## src/rtl/nabp_sched_pkg.sv

```systemverilog
// Shared state encoding and default sizes for the NABP angle scheduler.
// The accumulator widths match the mapper's tMapAccuInit/tMapAccuBase types.
package nabp_sched_pkg;

   localparam int kDefAngleLength   = 8;
   localparam int kDefNoOfAngles    = 180;
   localparam int kDefShiftCount    = 256;
   localparam int kMapAccuInitWidth = 24;
   localparam int kMapAccuBaseWidth = 24;

   typedef logic [kMapAccuInitWidth-1:0] tMapAccuInit;
   typedef logic [kMapAccuBaseWidth-1:0] tMapAccuBase;

   typedef enum logic [2:0] {
      idle_s,
      setup_s,
      load_s,
      kick_s,
      shift_s
   } tSchedState;

   // The counter must be able to hold kShiftCount itself after the final shift.
   function automatic int countWidth(input int shiftCount);
      return $clog2(shiftCount + 1);
   endfunction

endpackage

```

## src/rtl/nabp_sched_line_counter.sv

```systemverilog
// Per-line shift counter for the angle scheduler: clear, count enable and a
// terminal flag that is high while the next enabled shift is the last one.
module nabp_sched_line_counter #(
   parameter int kShiftCount = 256,
   parameter int kCountWidth = 9
) (
   input  logic clk,
   input  logic reset_n,
   input  logic clear_i,
   input  logic en_i,
   output logic last_o
);

   logic [kCountWidth-1:0] count_q, count_d;

   always_comb begin
      count_d = count_q;
      if (clear_i) begin
         count_d = '0;
      end else if (en_i) begin
         count_d = count_q + kCountWidth'(1);
      end
   end

   always_ff @(posedge clk or negedge reset_n) begin
      if (!reset_n) begin
         count_q <= '0;
      end else begin
         count_q <= count_d;
      end
   end

   assign last_o = (count_q == kCountWidth'(kShiftCount - 1));

endmodule

```

## src/rtl/nabp_angle_scheduler.sv

```systemverilog
// Steps the projection mapper through every angle of one back-projection pass.
// Define NABP_SCHED_STALL_EN to add the 'hold' input that stalls line shifting.
module nabp_angle_scheduler
   import nabp_sched_pkg::*;
#(
   parameter int kAngleLength   = kDefAngleLength,
   parameter int kNoOfAngles    = kDefNoOfAngles,
   parameter int kShiftCount    = kDefShiftCount,
   parameter int kAccuInitWidth = kMapAccuInitWidth,
   parameter int kAccuBaseWidth = kMapAccuBaseWidth
) (
   input  logic                      clk,
   input  logic                      reset_n,
   input  logic                      start,
   input  logic                      abort,
`ifdef NABP_SCHED_STALL_EN
   input  logic                      hold,
`endif
   output logic [kAngleLength-1:0]   lut_addr,
   output logic                      lut_rd,
   input  logic [kAccuInitWidth-1:0] lut_accu_init,
   input  logic [kAccuBaseWidth-1:0] lut_accu_base,
   output logic [kAccuInitWidth-1:0] mp_accu_init,
   output logic [kAccuBaseWidth-1:0] mp_accu_base,
   output logic                      sh_kick,
   output logic                      sh_shift_en,
   output logic                      sh_done,
   output logic [kAngleLength-1:0]   angle,
   output logic                      busy,
   output logic                      pass_done
);

   localparam int kCountWidth = countWidth(kShiftCount);
   localparam logic [kAngleLength-1:0] kLastAngle = kAngleLength'(kNoOfAngles - 1);

   tSchedState                state_q, state_d;
   logic [kAngleLength-1:0]   angle_q, angle_d;
   logic [kAccuInitWidth-1:0] mpAccuInit_q, mpAccuInit_d;
   logic [kAccuBaseWidth-1:0] mpAccuBase_q, mpAccuBase_d;

   logic stall;
   logic cntClear;
   logic cntLast;
   logic lutRd;
   logic shKick;
   logic shShiftEn;
   logic shDone;
   logic passDone;

`ifdef NABP_SCHED_STALL_EN
   assign stall = hold;
`else
   assign stall = 1'b0;
`endif

   nabp_sched_line_counter #(
      .kShiftCount (kShiftCount),
      .kCountWidth (kCountWidth)
   ) u_line_counter (
      .clk     (clk),
      .reset_n (reset_n),
      .clear_i (cntClear),
      .en_i    (shShiftEn),
      .last_o  (cntLast)
   );

   always_comb begin
      state_d      = state_q;
      angle_d      = angle_q;
      mpAccuInit_d = mpAccuInit_q;
      mpAccuBase_d = mpAccuBase_q;
      lutRd        = 1'b0;
      shKick       = 1'b0;
      shShiftEn    = 1'b0;
      shDone       = 1'b0;
      passDone     = 1'b0;
      cntClear     = 1'b0;

      unique case (state_q)
         idle_s: begin
            if (start) begin
               state_d = setup_s;
               angle_d = '0;
            end
         end
         setup_s: begin
            lutRd   = 1'b1;
            state_d = load_s;
         end
         load_s: begin
            mpAccuInit_d = lut_accu_init;
            mpAccuBase_d = lut_accu_base;
            state_d      = kick_s;
         end
         kick_s: begin
            shKick   = 1'b1;
            cntClear = 1'b1;
            state_d  = shift_s;
         end
         shift_s: begin
            // An aborted line still gets sh_done so the mapper drops back to ready.
            if (abort) begin
               shDone = 1'b1;
            end else begin
               shShiftEn = !stall;
               shDone    = shShiftEn && cntLast;
               if (shDone) begin
                  if (angle_q == kLastAngle) begin
                     state_d  = idle_s;
                     passDone = 1'b1;
                  end else begin
                     state_d = setup_s;
                     angle_d = angle_q + kAngleLength'(1);
                  end
               end
            end
         end
         default: state_d = idle_s;
      endcase

      if (abort) begin
         state_d = idle_s;
         angle_d = angle_q;
      end
   end

   always_ff @(posedge clk or negedge reset_n) begin
      if (!reset_n) begin
         state_q      <= idle_s;
         angle_q      <= '0;
         mpAccuInit_q <= '0;
         mpAccuBase_q <= '0;
      end else begin
         state_q      <= state_d;
         angle_q      <= angle_d;
         mpAccuInit_q <= mpAccuInit_d;
         mpAccuBase_q <= mpAccuBase_d;
      end
   end

   assign lut_addr     = angle_q;
   assign lut_rd       = lutRd;
   assign mp_accu_init = mpAccuInit_q;
   assign mp_accu_base = mpAccuBase_q;
   assign sh_kick      = shKick;
   assign sh_shift_en  = shShiftEn;
   assign sh_done      = shDone;
   assign angle        = angle_q;
   assign busy         = (state_q != idle_s);
   assign pass_done    = passDone;

endmodule
```

## config.mk

```make
export PLATFORM = sky130hd
export DESIGN_NAME = nabp_angle_scheduler
export DESIGN_NICKNAME = d
export VERILOG_FILES = /design/src/rtl/nabp_sched_pkg.sv /design/src/rtl/nabp_sched_line_counter.sv /design/src/rtl/nabp_angle_scheduler.sv
export SDC_FILE = /design/constraint.sdc
export NUM_CORES = 1
export LEC_CHECK = 0
export BUFFER_PORTS_ARGS = -buffer_cell sky130_fd_sc_hd__buf_2
export CORE_ASPECT_RATIO = 1.5
export CORE_MARGIN = 2
export CORE_UTILIZATION = 48
export DETAILED_ROUTE_END_ITERATION = 6
export GPL_TIMING_DRIVEN = 0
export PLACE_DENSITY = 0.84
export REMOVE_ABC_BUFFERS = 1
export SLEW_MARGIN = 25
export SYNTH_ARGS = -nofsm -noshare
export SYNTH_HDL_FRONTEND = slang
export SYNTH_SLANG_ARGS = --single-unit
```

## constraint.sdc

```tcl
create_clock -name clk -period 2.8 [get_ports clk]
set_clock_uncertainty 0.2 [all_clocks]
set_input_delay 0.56 -clock clk [delete_from_list [all_inputs] [get_ports clk]]
set_output_delay 0.56 -clock clk [all_outputs]
set_load 0.01 [all_outputs]
```

Word-level counts from Yosys, hierarchy flattened:

Index checks and enable logic that the tools add are counted.

* bits in registers: 68
* bits of input ports: 52
* logic and storage cells: 46
* output and inout bits: 70

* add/sub/neg operators: 2
* eq/ne operators: 11
* bitwise logic cells: 1
* mux-type cells: 21
* reduce and logical (&&, ||, !) cells: 6

Operators by type and width (number)
* 8-bit two-way mux: 3
* 9-bit two-way mux: 2
* 8-bit case mux with 2 select lines: 1
* 3-bit case mux with 5 select lines: 1
* 1-bit two-way mux: 11
* 9-bit by 1-bit adder with 9-bit output, second input constant: 1
* 9-bit by 8-bit equality test with 1-bit output, second input constant: 1
* 3-bit two-way mux: 3
* 8-bit by 1-bit adder with 8-bit output, second input constant: 1
* 8-bit equality test, second input constant: 1
* 3-bit by 2-bit equality test with 1-bit output, second input constant: 2
* 2-bit != test, second input constant: 3
* 3-bit != test, second input constant: 2
* 5-bit AND reduction: 1
* 2-bit nonzero test: 2
* 3-bit by 1-bit equality test with 1-bit output, second input constant: 1
* 3-bit equality test, second input constant: 1
* 3-bit logical NOT: 1
* 3-bit nonzero test: 1
* 2-bit AND reduction: 1
* 1-bit NOT: 1

Longest topological paths before layout:

Gate-level depths: netlist (run 1).

* depth in word-level cells: 5
* mapped depth: 7
* mapped depth without buffers: 7

Cells and area by module:

From an unflattened synthesis (run 1), not the netlist that was laid out.

* cell total of the unflattened synthesis: 231
* area, all modules: 2951.6 sq um

Modules (own cells, without submodules)
* nabp_angle_scheduler: instances 1, sequential area each 1476.4 sq um, cells each 187, area an instance 2507.4 sq um
* nabp_sched_line_counter: instances 1, sequential area each 225.2 sq um, cells each 44, area an instance 444.2 sq um

Least setup slack after synthesis (run 1):

Ideal clock, no wire load.

* path type: register to register
* start point: register u_line_counter.count_q[3]
* end point: register angle_q[7] (netlist: angle[7])
* arrival: 2076 ps
* slack: 455 ps
* stages on the path, launching flop included: 8
* buffers on the path: 0
* required time: 2531 ps
* period minus slack after synthesis: 2345 ps
* setup time: 69 ps
* cell sequence: dfrtp_1 -> and4_1 -> and4_1 -> ha_1 -> mux2i_1 -> or4_4 -> or4b_1 -> nand3_1

* longest elaborated chain between the ends: 3

RTL lines
* start, declared: line nabp_sched_line_counter.sv:14 `logic [kCountWidth-1:0] count_q, count_d;`
* start signal, assigned: line nabp_sched_line_counter.sv:29 `count_q <= count_d;`
* 9-bit by 8-bit equality test with 1-bit output: line nabp_sched_line_counter.sv:33 `assign last_o = (count_q == kCountWidth'(kShiftCount - 1));`
* 2-bit != test (no line)
* 5-bit AND reduction (no line)
* end signal, assigned: line nabp_angle_scheduler.sv:135 `angle_q <= angle_d;`
* end, declared: line nabp_angle_scheduler.sv:37 `logic [kAngleLength-1:0] angle_q, angle_d;`

No other way between the ends.
A chain may end at the register's enable or synchronous reset.

Worst setup path in the final report (run 1):

* start point: register angle_q[1] (netlist: angle[1])
* end point: output pass_done

* longest elaborated chain between the ends: 5

RTL lines
* 8-bit equality test: line nabp_angle_scheduler.sv:108 `if (angle_q == kLastAngle) begin`
* 1-bit two-way mux: line nabp_angle_scheduler.sv:108
* 1-bit two-way mux: line nabp_angle_scheduler.sv:107 `if (shDone) begin`
* 1-bit two-way mux: line nabp_angle_scheduler.sv:102 `if (abort) begin`
* 1-bit two-way mux: line nabp_angle_scheduler.sv:79 `unique case (state_q)`
* end, declared: line nabp_angle_scheduler.sv:30 `output logic pass_done`

No other way between the ends.

==> results of run 1 <==
sequential cells by signal (all words and copies together) (netlist names):
| register | cells |
|---|---|
| u_line_counter.count_q | 9 |
| mp_accu_base | 24 |
| state_q | 3 |
| mp_accu_init | 24 |
| angle | 8 |
power by group:
| group | switching (mW) | internal [mW] | total, mW | leakage [nW] |
|---|---|---|---|---|
| Sequential | 0.195 | 1.35 | 1.55 | 0.844 |
| Clock | 0.345 | 0.457 | 0.802 | 0.102 |
| Combinational | 0.513 | 0.612 | 1.13 | 0.972 |
| Total | 1.05 | 2.42 | 3.48 | 1.92 |
cells in the final DEF, fill, tap and decap left out, types with 3 or more instances in the layout:
master,instances
buf_2,120
dfrtp_1,67
mux2_2,50
nor2_1,14
nand2_1,12
clkbuf_8,11
nand3_1,7
xor2_1,6
buf_4,6
inv_1,5
and4_1,3
nand4_1,3
o22a_1,3
cells by family after synthesis:
family / synth area share
DFF: 0.572
and+or+nand+nor: 0.113
muxes: 0.196
buffers and inverters: 0.0467
AOI/OAI and AO/OA: 0.0391
xor gates and xnor gates: 0.0206
adders and majority gates: 0.0126
worst paths after layout:
path / slack, ns / end / start / cells after the start
setup / recovery: 0.12 / pass_done / angle[1] / 5
hold / removal: 0.26 / mp_accu_base[14] / lut_accu_base[14] / 2
setup reg to reg: 0.24 / angle[7] / u_line_counter.count_q[2] / 7
hold reg to reg: 0.30 / mp_accu_init[8] / mp_accu_init[8] / 1
max in group asynchronous: 1.39 / mp_accu_init[8] / reset_n / 3
min in group asynchronous: 0.48 / angle[2] / reset_n / 2
per-layer routing:
metal | vias up | track usage
li1 | 1041 | -
met1 | 1077 | 0.197
met2 | 78 | 0.357
met3 | 12 | 0.0460
met4 | 0 | 0.0708
met5 | - | 0
cell type report:
type                            instances  area (um^2)  share of cell area
Clock buffer                           12          155              0.0401
Sequential cell                        68         1700               0.440
Clock inverter                          4         47.5              0.0123
Timing Repair Buffer                  130          698               0.181
Multi-Input combinational cell        136         1150               0.298
Inverter                                5         18.8             0.00485
Tap cell                               74         92.6              0.0239
what timing repair did:
| action | CTS | global route |
|---|---|---|
| setup endpoints to repair | 2 | 1 |
| buffers inserted | 2 | 0 |
| gates resized for setup | 1 | 2 |
| endpoints found under the hold margin | 24 | 0 |
| hold buffers | 1 | 0 |
critical path: stages, from the launching register on:
cell and delay, ns:
dfrtp_1 0.41, ha_1 0.22, or3b_1 0.37, or2_2 0.34, nor2b_1 0.13, buf_2 0.14
==> summary by stage, run 1 <==
Timing
Based on the critical path, the design can be clocked at up to 0.373 GHz. The number of endpoints failing setup at the final stage is 0. In this run the tightest slew margin relative to its limit is 0.631. Across all hold checks on the routed design, the worst slack comes to 0.259 ns. The max-slew violation count is 0. The smallest clock period supported by the final layout is computed as 2.68 ns.

The ratio of final minimum period to clock period is 0.956. The transition at the pin with the smallest max-transition slack is 0.554 ns. Once routing completed, OpenROAD measured the worst setup slack at 0.122 ns. The total negative setup slack is 0 ns. The count of final hold-check violations is 0.

Setup repair after global routing left no endpoint under its margin.

Yosys
Synthesis handed over a netlist of 228 instances. During synthesis, Yosys emitted a total of 0 warnings. The area share of the leading cell type in the synthesized netlist is 0.572.

The synthesized area divided by synthesized cell count is 13.1 um^2. After synthesis the cells add up to 2980 um^2. The number of different library cells used by synthesis comes to 38.

In the post-synthesis netlist, the cell with the most instances is dfrtp_1. In the synthesized netlist the dominant register cell turns out to be dfrtp_1. Counting flops with a built-in enable in the synthesized netlist gives 0. In the synthesized netlist the async set-or-reset flop fraction comes to 1.00. After synthesis the netlist holds a flip-flop and latch count of 68. After synthesis, the most frequently instantiated cells are 68 x dfrtp_1, 50 x mux2_2, 14 x nor2_1, 12 x nand2_1, 11 x buf_4.

The sequential element share of the synthesized area is 0.572. The most area-hungry cell type in the Yosys netlist is dfrtp_1. By area the synthesized netlist is led by dfrtp_1 57%, mux2_2 19%, buf_4 2.8%.

Clocking
The worst-skew pair later-pin latency is 0.32 ns. The number of sinks on the clock net is 68. Clock tree synthesis selected as its root buffer the cell clkbuf_8. Counting along the longest clock path gives a buffer depth of 2. CTS built an H-tree with a depth of 3. TritonCTS built the clock tree. The number of buffers created by CTS is 9.

Clock-pin slew was measured on the worst setup and hold paths at 0.07 ns.

Routing
The total wire length after detailed routing is 6070 um. The total via count after detailed routing is 2,208. In the routed design, unresolved DRC markers number 0.

The routed design uses 3440 um of met2 wire. In the final routing, the length of wire on met1 measures 2200 um. The highest metal layer carrying signal wires in the routed design is met4. In the final routed layout, each cell accounts on average for 14.2 um. The count of antenna-violating nets left after detailed routing is 0. The number of vias per cell after detailed routing is 5.15. The DRC marker count from the first detailed-route iteration is 131. The routed design uses 333 um of met3 wire. The detailed-router iteration count before antenna repair is 4.

Global route
Entering global routing, the biggest net connects 45 pins. In the global route stage, overall resource usage came out at 0.191. The global-route wire length before repair is 9870 um.

The initial antenna violation count is 0. The number of global-route vias before repair is 2,267. The aggregate global routing overflow is 0.

Run status
The run finished with clean final reports.

Placed design
After detailed placement, the total cell area comes to 3630 um^2. The post-DP HPWL is 4540 um. Buffers placed on the I/O ports in this run total 121. The count of placed standard cells including taps is 410.

The final weighted congestion in routability-driven placement is 0.851. At the placement stage, the worst setup path has a slack of -0.0687 ns.

Power
The largest voltage drop on the vdd net is 0.458 mV. The total power consumption of the routed design is 3.48 mW. The ratio of total power to cell area is 899 nW/um^2. The leakage power summed over all cells is 1.92 nW.

Critical path
The worst setup path is launched from a register. The arrival time at the worst endpoint is 1.92 ns. The setup path with the least slack is of type register to primary output.

The largest driver fanout on the critical path is 6. For the worst setup path, the data required time is 2.04 ns. The element type at the critical path end is a primary output.

Hold path
The worst hold path belongs to the class input pin to register.

Floorplan
Measured along the x axis, the die boundary spans 68.3 um. The count of standard-cell rows is 35. The die extent in y is 100 um.

The die area is 6860 um^2. 122 I/O pins were placed. The area of the core is 6090 um^2. The effective utilization at floorplan is 0.489.

Cells and area
Fill cells in the final layout number 514. The area growth from synthesis to layout is 29.9%. For this run, the share of the core covered by cells in the final layout is 0.635.

The fraction of final layout cells sized beyond drive strength 1 is 0.566. The number of standard cells in the layout, taps in and fillers out is 429. The net count of the finished layout is 405.

The total non-filler cell area in the finished layout is 3870 um^2. The count of inserted antenna diode cells is 0.

Job
The max-cap violation count is 0.
Note: power is estimated with default switching activity, not from simulation.
==> inputs of run 2 (changes only) <==
--- a/config.mk
+++ b/config.mk
@@ -13,6 +13,7 @@
 export GPL_TIMING_DRIVEN = 0
 export PLACE_DENSITY = 0.84
 export REMOVE_ABC_BUFFERS = 1
+export SETUP_SLACK_MARGIN = 0.3
 export SLEW_MARGIN = 25
 export SYNTH_ARGS = -nofsm -noshare
 export SYNTH_HDL_FRONTEND = slang
==> run 2 against run 1 <==
Effect of this change:
- critical endpoint unchanged
- design area increased by 3.8%
- wire length increased by 6.8%
- largest power group unchanged
- combinational power about the same
- sequential power about the same
- final cell count increased by 3.0%
- flip-flop and latch count unchanged
- via count increased by 3.4%
- worst hold slack got worse by 0.0014 ns
- largest cell class unchanged
- clock-buffer cell count unchanged
- register-to-register slack improved by 0.08 ns
==> summary by stage, run 2 (same netlist as run 1, synthesis figures left out) <==
Global route
For this run the aggregate overflow at the end of global routing stands at 0. The busiest layer in global routing is met2. The global-route met3 utilization is 0.0437. The met1 track demand over resource in global routing is 0.204. The number of global-route vias before repair was 2,320.

The largest net degree at the start of global routing is 45. The overall track demand over capacity in global routing is 0.198. The met2 usage in global routing is 0.374.

The global-route wire length before repair is 10,200 um. The initial antenna violation count came to 0.

Routing
The DRC marker count from the first detailed-route iteration is 121. The detailed-router iteration count before antenna repair is 4. The total via count after detailed routing is 2,284. The final layout contains routed wiring with a total length of 6490 um. In the final routed layout, each cell accounts on average for 14.7 um. In the routed layout, each cell is associated on average with a via count of 5.17. Once detail routing completed, the nets flagged for antenna violations numbered 0. In the routed design, unresolved DRC markers number 0.

Timing
The count of final hold-check violations is 0. The maximum operating frequency is 0.400 GHz. The transition at the pin with the smallest max-transition slack is 0.529 ns.

Setup total negative slack on the finished layout was measured at 0 ns. The max-slew violation count came to 0. The number of endpoints failing setup at the final stage is 0. The worst max-slew margin expressed relative to the limit is 0.647. Setup repair after global routing could not meet its margin everywhere. The final period demand of the worst path is 2.50 ns. The ratio of final minimum period to clock period is 0.892.

Clocking
Buffers inserted during clock tree synthesis total 9. The CTS tree is done. The CTS clock-pin slew for the worst setup and hold paths is 0.07 ns. The tree is rooted in a clkbuf_8. The worst-skew pair later-pin latency is 0.32 ns.

The largest buffer count on any clock path is 2. The H-tree generated during clock tree synthesis spans 3 levels. The clock drives 68 sinks.

Cells and area
Of the cells placed in the final design, the portion with a size suffix greater than 1 is 0.601. Relative to the synthesized area, the layout overhead comes to 34.8%. The number of antenna diodes in the final layout is 0. In the layout the commonest cells are 120 x buf_2, 65 x dfrtp_1, 50 x mux2_2. At the end of the flow, the number of nets in the layout was 418. Leaving out fill and tap cells, the most frequent cell in the layout is buf_2. The number of standard cells in the layout, taps in and fillers out is 442. Once layout is complete, the utilization of the core stands at 0.659.

Critical path
The worst setup path startpoint is angle[1]. The critical path launch point type is a register. In this run the worst path has a maximum fanout of 4. STA classifies the critical path endpoint as a primary output. The critical path goes through ha_4 -> or3b_4 -> or2_4 -> nor2b_1 -> buf_2. The worst setup path is of the register to primary output kind. The launch instance of the worst register-to-register path is u_line_counter.count_q[3]. Data arrives at the worst endpoint at 1.74 ns. At the worst endpoint, the required time is 2.04 ns. For this run, the slowest stage of the critical path takes 0.40 ns. Among all stages on the critical path, the largest delay is contributed by dfrtp_1.

Placed design
The count of placed standard cells including taps is 410. The post-DP HPWL is 4540 um. Routability-driven placement finished with a final weighted congestion of 0.851. The number of I/O port buffers is 121.

Hold path
The worst min-delay path category is input pin to register. The startpoint identified for the worst hold timing path is lut_accu_base[14].

Power
IR analysis of the VDD net gives a maximum drop of 0.465 mV. The share of total power in sequential cells is 0.444. The leakage power summed over all cells is 1.99 nW. The fraction of power spent switching nets is 0.304. In this run the power spent charging and discharging nets is 1.07 mW. In this run the power density over the cells is 873 nW/um^2. The relative contribution of combinational cells to total power is 0.327. The internal portion of the total power is 2.44 mW. The share of total power dissipated in the clock network is 0.229.

Floorplan
The count of standard-cell rows is 35. 122 I/O pins were placed. In this run the horizontal extent of the chip is 68.3 um. For this configuration, the core starts out at a cell density of 0.489. The die extent in y is 100 um. The die covers 6860 um^2. The area of the core is 6090 um^2.

Job
Max-cap violations in this run came to 0.

Run status
The run finished with clean final reports.
-- run 2: changes by cell type in the layout (fill, tap and decap cells not counted), moves of 2 or more --
cell / before / now
buf_4: 6 / 19
dfrtp_2: 1 / 3
ha_1: 2 / 0
dfrtp_1: 67 / 65
ha_4: 0 / 3
-- run 2: metrics by stage --
step	setup WS [ns]	hold slack [ns]	power, mW	cell area, um^2
CTS	0.297	0.241	3.54	3940
finish	0.302	0.258	3.50	4010
global placement	-3.72	0.284	2.65	3550
floorplan	-2.10	0.0644	2.17	2860
global route	0.224	0.244	3.73	4010
detailed placement	-0.0687	0.290	2.71	3630
-- run 2: final cells by class --
class,count,area (um^2)
Inverter,5,18.8
Timing Repair Buffer,143,796
Clock inverter,4,47.5
Clock buffer,12,155
Sequential cell,68,1710
Multi-Input combinational cell,136,1200
Fill cell,491,2070
Tap cell,74,92.6
-- run 2: power groups by stage --
stage,Combinational (mW),Clock (mW),Sequential (mW)
finish,1.15,0.804,1.55
global route,1.25,0.874,1.60
CTS,1.16,0.828,1.55
detailed placement,1.14,0,1.57
global placement,1.11,0,1.54
floorplan,0.432,0,1.74
-- run 2: worst max-delay path, delay by kind of cell, from the launching register on --
family / cells / cell delay [ns]
and+or+nand+nor: 3 / 0.73
DFF: 1 / 0.40
adders and majority gates: 1 / 0.16
buffers and inverters: 1 / 0.14
-- run 2: final timing paths --
path,to,slack (ns),cells after the start
setup / recovery,pass_done,0.30,5
max in group asynchronous,state_q[1],1.39,3
hold / removal,mp_accu_base[14],0.26,2
setup reg to reg,angle[5],0.32,8
hold reg to reg,mp_accu_init[8],0.30,1
min in group asynchronous,state_q[0],0.48,2
-- run 2: layer usage --
layer  wire length [um]  vias up
met5                  0        -
met4                108        0
met3                369       11
met2               3670       91
met1               2340     1120
li1                   -     1062
-- run 2: timing repair --
action	in CTS	in global routing
buffers inserted	8	7
pin swaps	3	4
hold buffers	1	0
endpoints found under the setup margin	7	11
hold endpoints to repair	24	0
gates resized for setup	9	5
